===== src/rtl/baud_gen.sv =====
// baud_gen: SPI serial-clock generator; divides pclk by the baud divisor and
// emits single-cycle sample/launch flags aligned to sclk_o transitions.
// Ports: pclk, preset_n (async, active low), ss_i, spi_mode_i, spiswai_i,
//        sppr_i, spr_i, cpol_i, cpha_i -> sclk_o, four edge flags,
//        baud_rate_divisor_o.
// Option: BAUD_DIV_REG_EN registers the divisor (reset value 2).
module baud_gen #(
    parameter int CNT_W = 12
) (
    input  logic             pclk,
    input  logic             preset_n,
    input  logic             ss_i,
    input  logic [1:0]       spi_mode_i,
    input  logic             spiswai_i,
    input  logic [2:0]       sppr_i,
    input  logic [2:0]       spr_i,
    input  logic             cpol_i,
    input  logic             cpha_i,
    output logic             sclk_o,
    output logic             miso_receive_sclk_o,
    output logic             miso_receive_sclk0_o,
    output logic             mosi_send_sclk_o,
    output logic             mosi_send_sclk0_o,
    output logic [CNT_W-1:0] baud_rate_divisor_o
);

    typedef enum logic {
        IDLE = 1'b0,
        RUN  = 1'b1
    } state_e;

    state_e           state_q, state_d;
    logic [CNT_W-1:0] cnt_q, cnt_d;
    logic             sclk_q, sclk_d;
    logic [CNT_W-1:0] div_c;
    logic [CNT_W-1:0] div;
    logic [CNT_W-1:0] half;
    logic             active;
    logic             hit;
    logic             sample_rise;

    // Shift amount widened to 4 bits so spr_i=7 gives 8, not 0.
    always_comb begin
        div_c = ({{(CNT_W-3){1'b0}}, sppr_i} + CNT_W'(1))
                << ({1'b0, spr_i} + 4'd1);
    end

`ifdef BAUD_DIV_REG_EN
    logic [CNT_W-1:0] div_q, div_d;

    always_comb begin
        div_d = div_c;
    end

    always_ff @(posedge pclk or negedge preset_n) begin
        if (!preset_n) begin
            div_q <= CNT_W'(2);
        end else begin
            div_q <= div_d;
        end
    end

    assign div = div_q;
`else
    assign div = div_c;
`endif

    assign half   = div >> 1;
    assign active = !ss_i &&
                    (spi_mode_i == 2'b00 ||
                     (spi_mode_i == 2'b01 && !spiswai_i));

    // Transition cycle: counter at its terminal value while running.
    assign hit = (state_q == RUN) && active &&
                 (cnt_q == half - CNT_W'(1));

    // Sample on the rising sclk edge when cpol == cpha, launch on the other.
    assign sample_rise = (cpol_i == cpha_i);

    always_comb begin
        state_d = state_q;
        cnt_d   = cnt_q;
        sclk_d  = sclk_q;
        if (!active) begin
            state_d = IDLE;
            cnt_d   = '0;
            sclk_d  = cpol_i;
        end else if (state_q == IDLE) begin
            state_d = RUN;
            cnt_d   = '0;
            sclk_d  = cpol_i;
        end else if (cnt_q >= half - CNT_W'(1)) begin
            // >= so a divisor shrunk mid-transfer toggles next edge
            // instead of wrapping the counter.
            cnt_d  = '0;
            sclk_d = !sclk_q;
        end else begin
            cnt_d = cnt_q + CNT_W'(1);
        end
    end

    always_ff @(posedge pclk or negedge preset_n) begin
        if (!preset_n) begin
            state_q <= IDLE;
            cnt_q   <= '0;
            sclk_q  <= 1'b0;
        end else begin
            state_q <= state_d;
            cnt_q   <= cnt_d;
            sclk_q  <= sclk_d;
        end
    end

    assign sclk_o               = sclk_q;
    assign baud_rate_divisor_o  = div;
    assign miso_receive_sclk_o  = hit && !sclk_q &&  sample_rise;
    assign miso_receive_sclk0_o = hit &&  sclk_q && !sample_rise;
    assign mosi_send_sclk_o     = hit && !sclk_q && !sample_rise;
    assign mosi_send_sclk0_o    = hit &&  sclk_q &&  sample_rise;

endmodule


===== config.mk =====
export PLATFORM = sky130hd
export DESIGN_NAME = baud_gen
export DESIGN_NICKNAME = d
export VERILOG_FILES = /design/src/rtl/baud_gen.sv
export SDC_FILE = /design/constraint.sdc
export NUM_CORES = 1
export LEC_CHECK = 0
export BUFFER_PORTS_ARGS = -buffer_cell sky130_fd_sc_hd__buf_2
export CORE_AREA = 4 4 47 80
export CTS_BUF_LIST = sky130_fd_sc_hd__clkbuf_8
export DETAILED_ROUTE_END_ITERATION = 7
export DIE_AREA = 0 0 51 84
export PLACE_DENSITY_LB_ADDON = 0.25
export SLEW_MARGIN = 0
export SYNTH_ARGS = -nofsm -noshare
export SYNTH_HDL_FRONTEND = slang
export SYNTH_SLANG_ARGS = --single-unit
export TNS_END_PERCENT = 20

===== constraint.sdc =====
create_clock -name pclk -period 4.12 [get_ports pclk]
set_input_delay 0 -clock pclk [delete_from_list [all_inputs] [get_ports pclk]]
set_output_delay 0 -clock pclk [all_outputs]
set_load 0.01 [all_outputs]

# Word level (Yosys, flattened, before mapping)
# Index checks and enable logic that the tools add are counted.
# totals
inputBits	14
word_cells	36
out_inout_bits	17
regBits	14
# classes
order_cmp	1
n_addsub	4
n_reduce_logical	16
n_shift	1
n_mux	7
n_eq_ne	4
# op_table
cell	n
2-to-1 mux 12 bit	3
adder 12 x 1 -> 12 bit, second input constant	1
== test 12 bit	1
greater-or-equal comparator 12 bit	1
<< shifter 4 x 4 -> 12 bit	1
subtractor 11 x 1 -> 12 bit, second input constant	1
logical AND 1 bit	10
adder 3 x 1 -> 4 bit, second input constant	2
zero test 1 bit	4
2-to-1 mux 1 bit	4
inequality test 3 x 2 -> 1 bit, second input constant	1
== test 2 x 1 -> 1 bit, second input constant	1
zero test 2 bit	1
== test 1 bit	1
logical OR 1 bit	1

# Depth between registers and ports, before layout
# Gate-level depths: netlist of the first run.
# logic_depth
word_depth	8
depth_mapped	15
ltp_nobuf	15

# Worst setup path before layout of the first run
# Ideal clock, no wire load.
# synth_timing
path_kind	input -> register
startpoint	input sppr_i[0]
endpoint	register cnt_q[10]
stages	14
setup_time_ps	132
t_required_ps	3988
n_path_buf	1
arrival_ps	3206
path_slack_ps	782
path_cell_list	ha_1 xnor2_1 nand2_1 a31o_1 a2111oi_4 nand4_1 or3_1 ha_1 nand4_1 or4_1 and3_1 nand2_1 clkbuf_1 nor2_1
# synth_between
elab_chain_cells	7
# synth_lines
item	line	rtl
from (decl)	15	input logic [2:0] sppr_i,
adder 3 x 1 -> 4 bit	44	div_c = ({{(CNT_W-3){1'b0}}, sppr_i} + CNT_W'(1))
<< shifter 4 x 4 -> 12 bit	44	
subtractor 11 x 1 -> 12 bit	92	end else if (cnt_q >= half - CNT_W'(1)) begin
greater-or-equal comparator 12 bit	92	
2-to-1 mux 12 bit	92	
2-to-1 mux 12 bit	88	end else if (state_q == IDLE) begin
2-to-1 mux 12 bit	84	if (!active) begin
named net cnt_d[10]	33	logic [CNT_W-1:0] cnt_q, cnt_d;
to (signal assigned)	109	cnt_q <= cnt_d;
to (decl)	33	
# The timed path passes the listed nets, and every way through them passes these cells.
# A chain may end at the register's enable or synchronous reset.

# Worst setup path in the final report of the first run
# layout_timing
startpoint	input spr_i[0]
endpoint	output miso_receive_sclk0_o
# layout_between
elab_chain_cells	7
# layout_lines
item	line	rtl
from (decl)	16	input logic [2:0] spr_i,
adder 3 x 1 -> 4 bit	45	<< ({1'b0, spr_i} + 4'd1);
<< shifter 4 x 4 -> 12 bit	44	
subtractor 11 x 1 -> 12 bit	75	(cnt_q == half - CNT_W'(1));
== test 12 bit	75	
logical AND 1 bit	74	assign hit = (state_q == RUN) && active &&
logical AND 1 bit (2 in series)	117	assign miso_receive_sclk0_o = hit && sclk_q && !sample_rise;
to (decl)	21	output logic miso_receive_sclk0_o,
# Every way passes these cells.

==> flow_metrics.env, run 1 <==
export IMPL_run_status="finished, final reports clean"
export IMPL_clock_tree_from_tritoncts="built"
export IMPL_synthDominantCellAreaShare=0.232
export IMPL_synth_ff_type="sky130_fd_sc_hd__dfrtp_1"
export IMPL_crit_path_max_fanout=14
export IMPL_critPathLaunchType="primary input"
export IMPL_maxCapViolCount=0
export IMPL_drt_antenna_violating_nets=0
export IMPL_initialDrtViolationCount=16
export IMPL_yosys_warnings=0
export IMPL_fmax_mhz=265
export IMPL_initial_utilization=0.481
export IMPL_grt_pass1_vias=1533
export IMPL_finalHoldViolations=0
export IMPL_crit_required_ns=4.12
export IMPL_setup_violations_final=0
export IMPL_track_usage=0.189
export IMPL_dieWidth_um=51
export IMPL_area_delta_synth_final_pct=17.2
export IMPL_worst_hold_check_slack_ns=0.119
export IMPL_setup_ws_ns=0.340
export IMPL_transition_time_at_the_pin_with_the_least_slew_margin_ns=0.449
export IMPL_hpwl_um=3200
export IMPL_hold_path_end="sclk_o$_DFFE_PN0P_"
export IMPL_avgRoutedWirePerCell_um=15.0
export IMPL_largest_net_degree_at_the_start_of_global_routing=15
export IMPL_core_region_area_um2=3140
export IMPL_cts_max_path_buffers=2
export IMPL_period_minus_slack_ns=3.78
export IMPL_mostFrequentLayoutCells="30 x sky130_fd_sc_hd__buf_2, 21 x sky130_fd_sc_hd__nor2_1, 15 x sky130_fd_sc_hd__ha_1"
export IMPL_num_antenna_cells=0
export IMPL_ctsRootBufferMaster="sky130_fd_sc_hd__clkbuf_8"
export IMPL_final_nets=239
export IMPL_gpl_final_weighted_congestion=0.878
export IMPL_synthesis_area_um2=1510
export IMPL_postSynthNetCount=204
export IMPL_clkSinkCount=14
export IMPL_drc_errors=0
export IMPL_post_synth_inst_count=174
export IMPL_synth_seq_cells=14
export IMPL_slew_limit_headroom=0.692
export IMPL_synth_async_sr_flop_share=1.00
export IMPL_crit_arrival_ns=3.78
export IMPL_cts_buffers=3
export IMPL_cts_max_level=1
export IMPL_hold_start="cpol_i"
export IMPL_pre_cts_slack_ns=0.171
export IMPL_syn_area_per_cell_um2=8.68
export IMPL_vias=1422
export IMPL_globalRoute_totalOverflow=0
export IMPL_post_layout_total_power_uw=434
export IMPL_worst_r2r_endpoint="cnt_q[11]$_DFF_PN0_"
export IMPL_grt_antenna_before_repair=0
export IMPL_layout_cell_share_with_drive_strength_beyond_1=0.227
export IMPL_layout_worst_path_cycle_share=0.917
export IMPL_io_buffer_count=30
export IMPL_floorplan_die_height_um=84
export IMPL_timing_hold_worst_class="primary input to register"
export IMPL_synth_sequential_area_ratio=0.232
export IMPL_detail_route_wirelength_um=3740
export IMPL_rr_worst_depth=6
export IMPL_grt_first_pass_wirelength_um=6310
export IMPL_ios=31
export IMPL_number_of_search_and_repair_iterations_in_the_first_detailed_routing_pass=4
export IMPL_power_density_nw_per_um2=245
export IMPL_finalSetupTns_ns=0
export IMPL_synth_top_cells_by_area="sky130_fd_sc_hd__dfrtp_1 23%, sky130_fd_sc_hd__ha_1 13%, sky130_fd_sc_hd__xnor2_1 6.4%"
export IMPL_reg2reg_setup_slack_ns=1.96
export IMPL_placementRows=27
export IMPL_irDropWorstVdd_v=0.000122
export IMPL_detail_route_vias_per_cell=5.69
export IMPL_critical_path_class="primary input to output pin"
export IMPL_maxSlewViolCount=0
export IMPL_p_leak_nw=0.845
export IMPL_worst_hold_path_depth=3
export IMPL_clock_skew_final_ns=0.00386
export IMPL_synth_top_cell_by_area="sky130_fd_sc_hd__dfrtp_1"
export IMPL_most_common_cell_after_layout_fill_and_taps_aside="sky130_fd_sc_hd__buf_2"
export IMPL_dieArea_um2=4280
export IMPL_rsz_0062_raised_after_global_routing="no"
export IMPL_latest_clock_arrival_within_the_worst_skew_pair_ns=0.24
export IMPL_yosys_cell_types_count=44
export IMPL_regToRegStartpoint="cnt_q[9]$_DFF_PN0_"
export IMPL_synth_edf_count=0
export IMPL_clk_pin_slew_worst_paths_ns=0.05
export IMPL_critPathCaptureType="output pin"
cells in the mapped netlist (2+ instances only):
master                     number
sky130_fd_sc_hd__ha_1          16
sky130_fd_sc_hd__nand2_1       11
sky130_fd_sc_hd__a21o_1         2
sky130_fd_sc_hd__o21ai_0        5
sky130_fd_sc_hd__nor3_1         4
sky130_fd_sc_hd__mux2_2         2
sky130_fd_sc_hd__or2_2          2
sky130_fd_sc_hd__and3_1         6
sky130_fd_sc_hd__nand3_1       10
sky130_fd_sc_hd__nor2_2         2
sky130_fd_sc_hd__o22ai_1        3
sky130_fd_sc_hd__xor2_1        11
sky130_fd_sc_hd__a31oi_1        2
sky130_fd_sc_hd__a211oi_1       3
sky130_fd_sc_hd__mux2i_1        2
sky130_fd_sc_hd__nand2b_1       2
sky130_fd_sc_hd__dfrtp_1       14
sky130_fd_sc_hd__nor2b_1        5
sky130_fd_sc_hd__nor3b_1        2
sky130_fd_sc_hd__xnor2_1       11
sky130_fd_sc_hd__inv_1          9
sky130_fd_sc_hd__nor2_1        21
sky130_fd_sc_hd__a21oi_1        3
sky130_fd_sc_hd__nand4_1        6
sequential cells by signal, indices dropped and copies added, names as in the netlist:
name	count
sclk_o	1
state_q	1
cnt_q	12
routing by layer:
metal | up-vias | GRT usage | share of wire
met4 | 0 | 0.147 | 0.062
met3 | 15 | 0.00894 | 0.040
met5 | - | 0 | 0
met1 | 667 | 0.166 | 0.33
met2 | 48 | 0.369 | 0.57
li1 | 692 | - | -
per-stage QoR:
stage | utilization | instance area (um2) | cells
floorplan | - | 1510 | 174
global placement | 0.540 | 1700 | 244
detailed placement | 0.540 | 1700 | 244
CTS | 0.563 | 1770 | 250
global route | 0.564 | 1770 | 250
finish | 0.564 | 1770 | 250
cell families after synthesis:
logic type,after synthesis,share of synthesized area
AO/OA/AOI/OAI,26,0.149
XOR/XNOR,22,0.128
adder cells (fa/ha/maj),16,0.133
buffers and inverters,13,0.0389
flip-flops,14,0.232
multiplexers,6,0.0547
AND/OR/NAND/NOR,77,0.265
what timing repair did:
action	4_1_cts	5_1_grt
setup buffers	0	0
hold buffers	3	0
setup endpoints to repair	0	1
gates resized for setup	0	1
endpoints found under the hold margin	15	0
critical path, cell delays in order:
cell and delay (ns):
sky130_fd_sc_hd__buf_2 0.22, sky130_fd_sc_hd__ha_2 0.39, sky130_fd_sc_hd__nor3_1 0.20, sky130_fd_sc_hd__a221o_1 0.25
sky130_fd_sc_hd__o22ai_2 0.18, sky130_fd_sc_hd__a2111oi_4 0.37, sky130_fd_sc_hd__nand4_1 0.20, sky130_fd_sc_hd__or3_1 0.36
sky130_fd_sc_hd__ha_1 0.29, sky130_fd_sc_hd__nand4_1 0.11, sky130_fd_sc_hd__or4_1 0.54, sky130_fd_sc_hd__or2_2 0.32
sky130_fd_sc_hd__inv_1 0.06, sky130_fd_sc_hd__nand2_1 0.06, sky130_fd_sc_hd__nor2_1 0.08, sky130_fd_sc_hd__buf_2 0.13
final cells by class:
cell class / instances / area (um2)
inverters: 9 / 33.8
well taps: 43 / 53.8
fillers: 302 / 1370
repair buffers: 34 / 188
flip-flops and latches: 14 / 350
clock buffers: 3 / 41.3
multi-input cells: 147 / 1100
report_power, final:
group	switching (mW)	leakage (nW)	internal (mW)
combinational	0.106	0.631	0.0830
sequential	0.00144	0.192	0.139
clock	0.0404	0.0216	0.0642
how the worst max path moves through the flow:
stage	from	end	slack, ns
3_3_place_gp	spr_i[0]	sclk_o$_DFFE_PN0P_	0.29
3_5_place_dp	spr_i[0]	cnt_q[11]$_DFF_PN0_	0.17
6_report	spr_i[0]	miso_receive_sclk0_o	0.34
4_1_cts	spr_i[0]	miso_receive_sclk0_o	0.27
5_1_grt	spr_i[0]	miso_receive_sclk0_o	0.05
2_1_floorplan	sppr_i[0]	cnt_q[10]$_DFF_PN0_	0.78
Note: power is estimated with default switching activity, not from simulation.
==> inputs of run 2 (changes only) <==
--- a/config.mk
+++ b/config.mk
@@ -6,10 +6,10 @@
 export NUM_CORES = 1
 export LEC_CHECK = 0
 export BUFFER_PORTS_ARGS = -buffer_cell sky130_fd_sc_hd__buf_2
-export CORE_AREA = 4 4 47 80
-export CTS_BUF_LIST = sky130_fd_sc_hd__clkbuf_8
+export CORE_AREA = 4 4 49 84
+export CTS_BUF_LIST = sky130_fd_sc_hd__clkbuf_4
 export DETAILED_ROUTE_END_ITERATION = 7
-export DIE_AREA = 0 0 51 84
+export DIE_AREA = 0 0 53 88
 export PLACE_DENSITY_LB_ADDON = 0.25
 export SLEW_MARGIN = 0
 export SYNTH_ARGS = -nofsm -noshare
==> run 2 against run 1 <==
Sequential power about the same. Largest cell class unchanged. Critical path type unchanged. Non-clock buffer count unchanged. Die area increased by 8.9%. Core utilization decreased by 4.6 points.
==> flow_metrics.env, run 2 (synthesis gave the netlist of run 1 again) <==
export IMPL_largest_register="cnt_q"
export IMPL_max_stage_delay_ns=0.54
export IMPL_dieWidth_um=53
export IMPL_hpwl_um=3210
export IMPL_cts_max_path_buffers=2
export IMPL_layout_cell_share_with_drive_strength_beyond_1=0.226
export IMPL_drc_errors=0
export IMPL_core_region_area_um2=3400
export IMPL_io_buffer_count=30
export IMPL_final_fill_count=342
export IMPL_transition_time_at_the_pin_with_the_least_slew_margin_ns=0.538
export IMPL_timing_hold_worst_class="primary input to register"
export IMPL_critical_path_class="primary input to output pin"
export IMPL_setup_violations_final=0
export IMPL_grt_antenna_before_repair=0
export IMPL_clock_tree_from_tritoncts="built"
export IMPL_worst_hold_check_slack_ns=0.0795
export IMPL_power_density_nw_per_um2=230
export IMPL_grt_pass1_vias=1475
export IMPL_cts_buffers=3
export IMPL_layout_worst_path_cycle_share=0.929
export IMPL_rr_worst_depth=6
export IMPL_maxCapViolCount=0
export IMPL_final_nets=239
export IMPL_grt_first_pass_wirelength_um=6160
export IMPL_clkSinkCount=14
export IMPL_area_delta_synth_final_pct=16.4
export IMPL_regToRegStartpoint="cnt_q[9]$_DFF_PN0_"
export IMPL_placementRows=28
export IMPL_detail_route_vias_per_cell=5.62
export IMPL_fmax_mhz=261
export IMPL_cp_slowest_cell="sky130_fd_sc_hd__or4_1"
export IMPL_p_leak_nw=0.839
export IMPL_cts_max_level=1
export IMPL_ios=31
export IMPL_post_layout_total_power_uw=404
export IMPL_largest_register_ffs=12
export IMPL_hold_path_end="sclk_o$_DFFE_PN0P_"
export IMPL_initialDrtViolationCount=18
export IMPL_critPathCaptureType="output pin"
export IMPL_rsz_0062_raised_after_global_routing="no"
export IMPL_crit_arrival_ns=3.83
export IMPL_reg2reg_setup_slack_ns=1.94
export IMPL_maxSlewViolCount=0
export IMPL_num_antenna_cells=0
export IMPL_run_status="finished, final reports clean"
export IMPL_crit_path_max_fanout=14
export IMPL_track_usage=0.177
export IMPL_slew_limit_headroom=0.631
export IMPL_globalRoute_totalOverflow=0
export IMPL_drt_antenna_violating_nets=0
export IMPL_number_of_search_and_repair_iterations_in_the_first_detailed_routing_pass=4
export IMPL_crit_chain="buf_2, ha_2, nor3_1, a221o_1, o22ai_2, a2111oi_4, nand4_1, or3_1, ha_1, nand4_1, or4_1, or2_2, inv_1, nand2_1, nor2_1, buf_2"
export IMPL_latest_clock_arrival_within_the_worst_skew_pair_ns=0.27
export IMPL_crit_required_ns=4.12
export IMPL_initial_utilization=0.444
export IMPL_vias=1421
export IMPL_cts_setup_buffers=0
export IMPL_setup_ws_ns=0.292
export IMPL_finalHoldViolations=0
export IMPL_gpl_final_weighted_congestion=0.844
export IMPL_finalCoreUtilization=0.517
export IMPL_irDropWorstVdd_v=0.000119
export IMPL_critPathLaunchType="primary input"
export IMPL_hold_start="cpol_i"
export IMPL_most_common_cell_after_layout_fill_and_taps_aside="sky130_fd_sc_hd__buf_2"
export IMPL_worst_hold_path_depth=3
export IMPL_finalSetupTns_ns=0
export IMPL_worst_r2r_endpoint="cnt_q[3]$_DFF_PN0_"
export IMPL_dieArea_um2=4660
export IMPL_avgRoutedWirePerCell_um=14.6
export IMPL_pre_cts_slack_ns=0.156
export IMPL_largest_net_degree_at_the_start_of_global_routing=15
export IMPL_floorplan_die_height_um=88
export IMPL_clk_pin_slew_worst_paths_ns=0.08
export IMPL_period_minus_slack_ns=3.83
export IMPL_clock_skew_final_ns=0.000572
export IMPL_ctsRootBufferMaster="sky130_fd_sc_hd__clkbuf_4"
export IMPL_detail_route_wirelength_um=3700
export IMPL_mostFrequentLayoutCells="30 x sky130_fd_sc_hd__buf_2, 21 x sky130_fd_sc_hd__nor2_1, 15 x sky130_fd_sc_hd__ha_1"
## run 2: changes by cell type in the layout (fill, tap and decap cells not counted)
cell	change
sky130_fd_sc_hd__clkinv_1	+1
sky130_fd_sc_hd__clkbuf_4	+3
sky130_fd_sc_hd__clkbuf_8	-3
## run 2: how the worst max path moves through the flow
| stage | slack, ns | startpoint | to | cells after the start |
|---|---|---|---|---|
| 5_1_grt | 0.01 | spr_i[0] | miso_receive_sclk0_o | 16 |
| 6_report | 0.29 | spr_i[0] | miso_receive_sclk0_o | 16 |
| 2_1_floorplan | 0.78 | sppr_i[0] | cnt_q[10]$_DFF_PN0_ | 14 |
| 3_5_place_dp | 0.16 | spr_i[0] | cnt_q[8]$_DFF_PN0_ | 14 |
| 4_1_cts | 0.26 | spr_i[0] | miso_receive_sclk0_o | 16 |
| 3_3_place_gp | 0.30 | spr_i[0] | sclk_o$_DFFE_PN0P_ | 13 |
## run 2: critical path: cells and delay by family
family | cells | cell delay, ns
and+or+nand+nor | 8 | 1.88
AOI/OAI and AO/OA | 3 | 0.81
buffers and inverters | 3 | 0.43
adders and majority gates | 2 | 0.69
## run 2: cell type report
type | instances | area, um2 | area share
inverter | 9 | 33.8 | 0.0192
timing repair buffer | 34 | 188 | 0.107
sequential | 14 | 350 | 0.199
clock buffer | 3 | 22.5 | 0.0128
clock inverter | 1 | 3.75 | 0.00214
multi-input combinational | 147 | 1100 | 0.628
tap | 45 | 56.3 | 0.0320
## run 2: per-layer routing
layer | vias to the layer above | routed length [um] | track usage
met5 | - | 0 | 0
met4 | 0 | 291 | 0.158
met3 | 19 | 130 | 0.0153
met2 | 48 | 2020 | 0.339
met1 | 658 | 1260 | 0.149
li1 | 696 | - | -
## run 2: per-stage QoR
| stage | area (um2) | cells |
|---|---|---|
| 2_1_floorplan | 1510 | 174 |
| 3_3_place_gp | 1700 | 246 |
| 3_5_place_dp | 1700 | 246 |
| 4_1_cts | 1760 | 253 |
| 5_1_grt | 1760 | 253 |
| 6_report | 1760 | 253 |
## run 2: power by group
group / total [mW] / switching, mW / internal [mW]
Combinational: 0.187 / 0.104 / 0.0827
Sequential: 0.140 / 0.00142 / 0.139
Clock: 0.0770 / 0.0419 / 0.0350
Total: 0.404 / 0.147 / 0.256
## run 2: repair_timing
action / CTS / global route
endpoints found under the hold margin: 15 / 0
hold buffers: 3 / 0
gates resized for setup: 0 / 1
setup endpoints to repair: 0 / 2
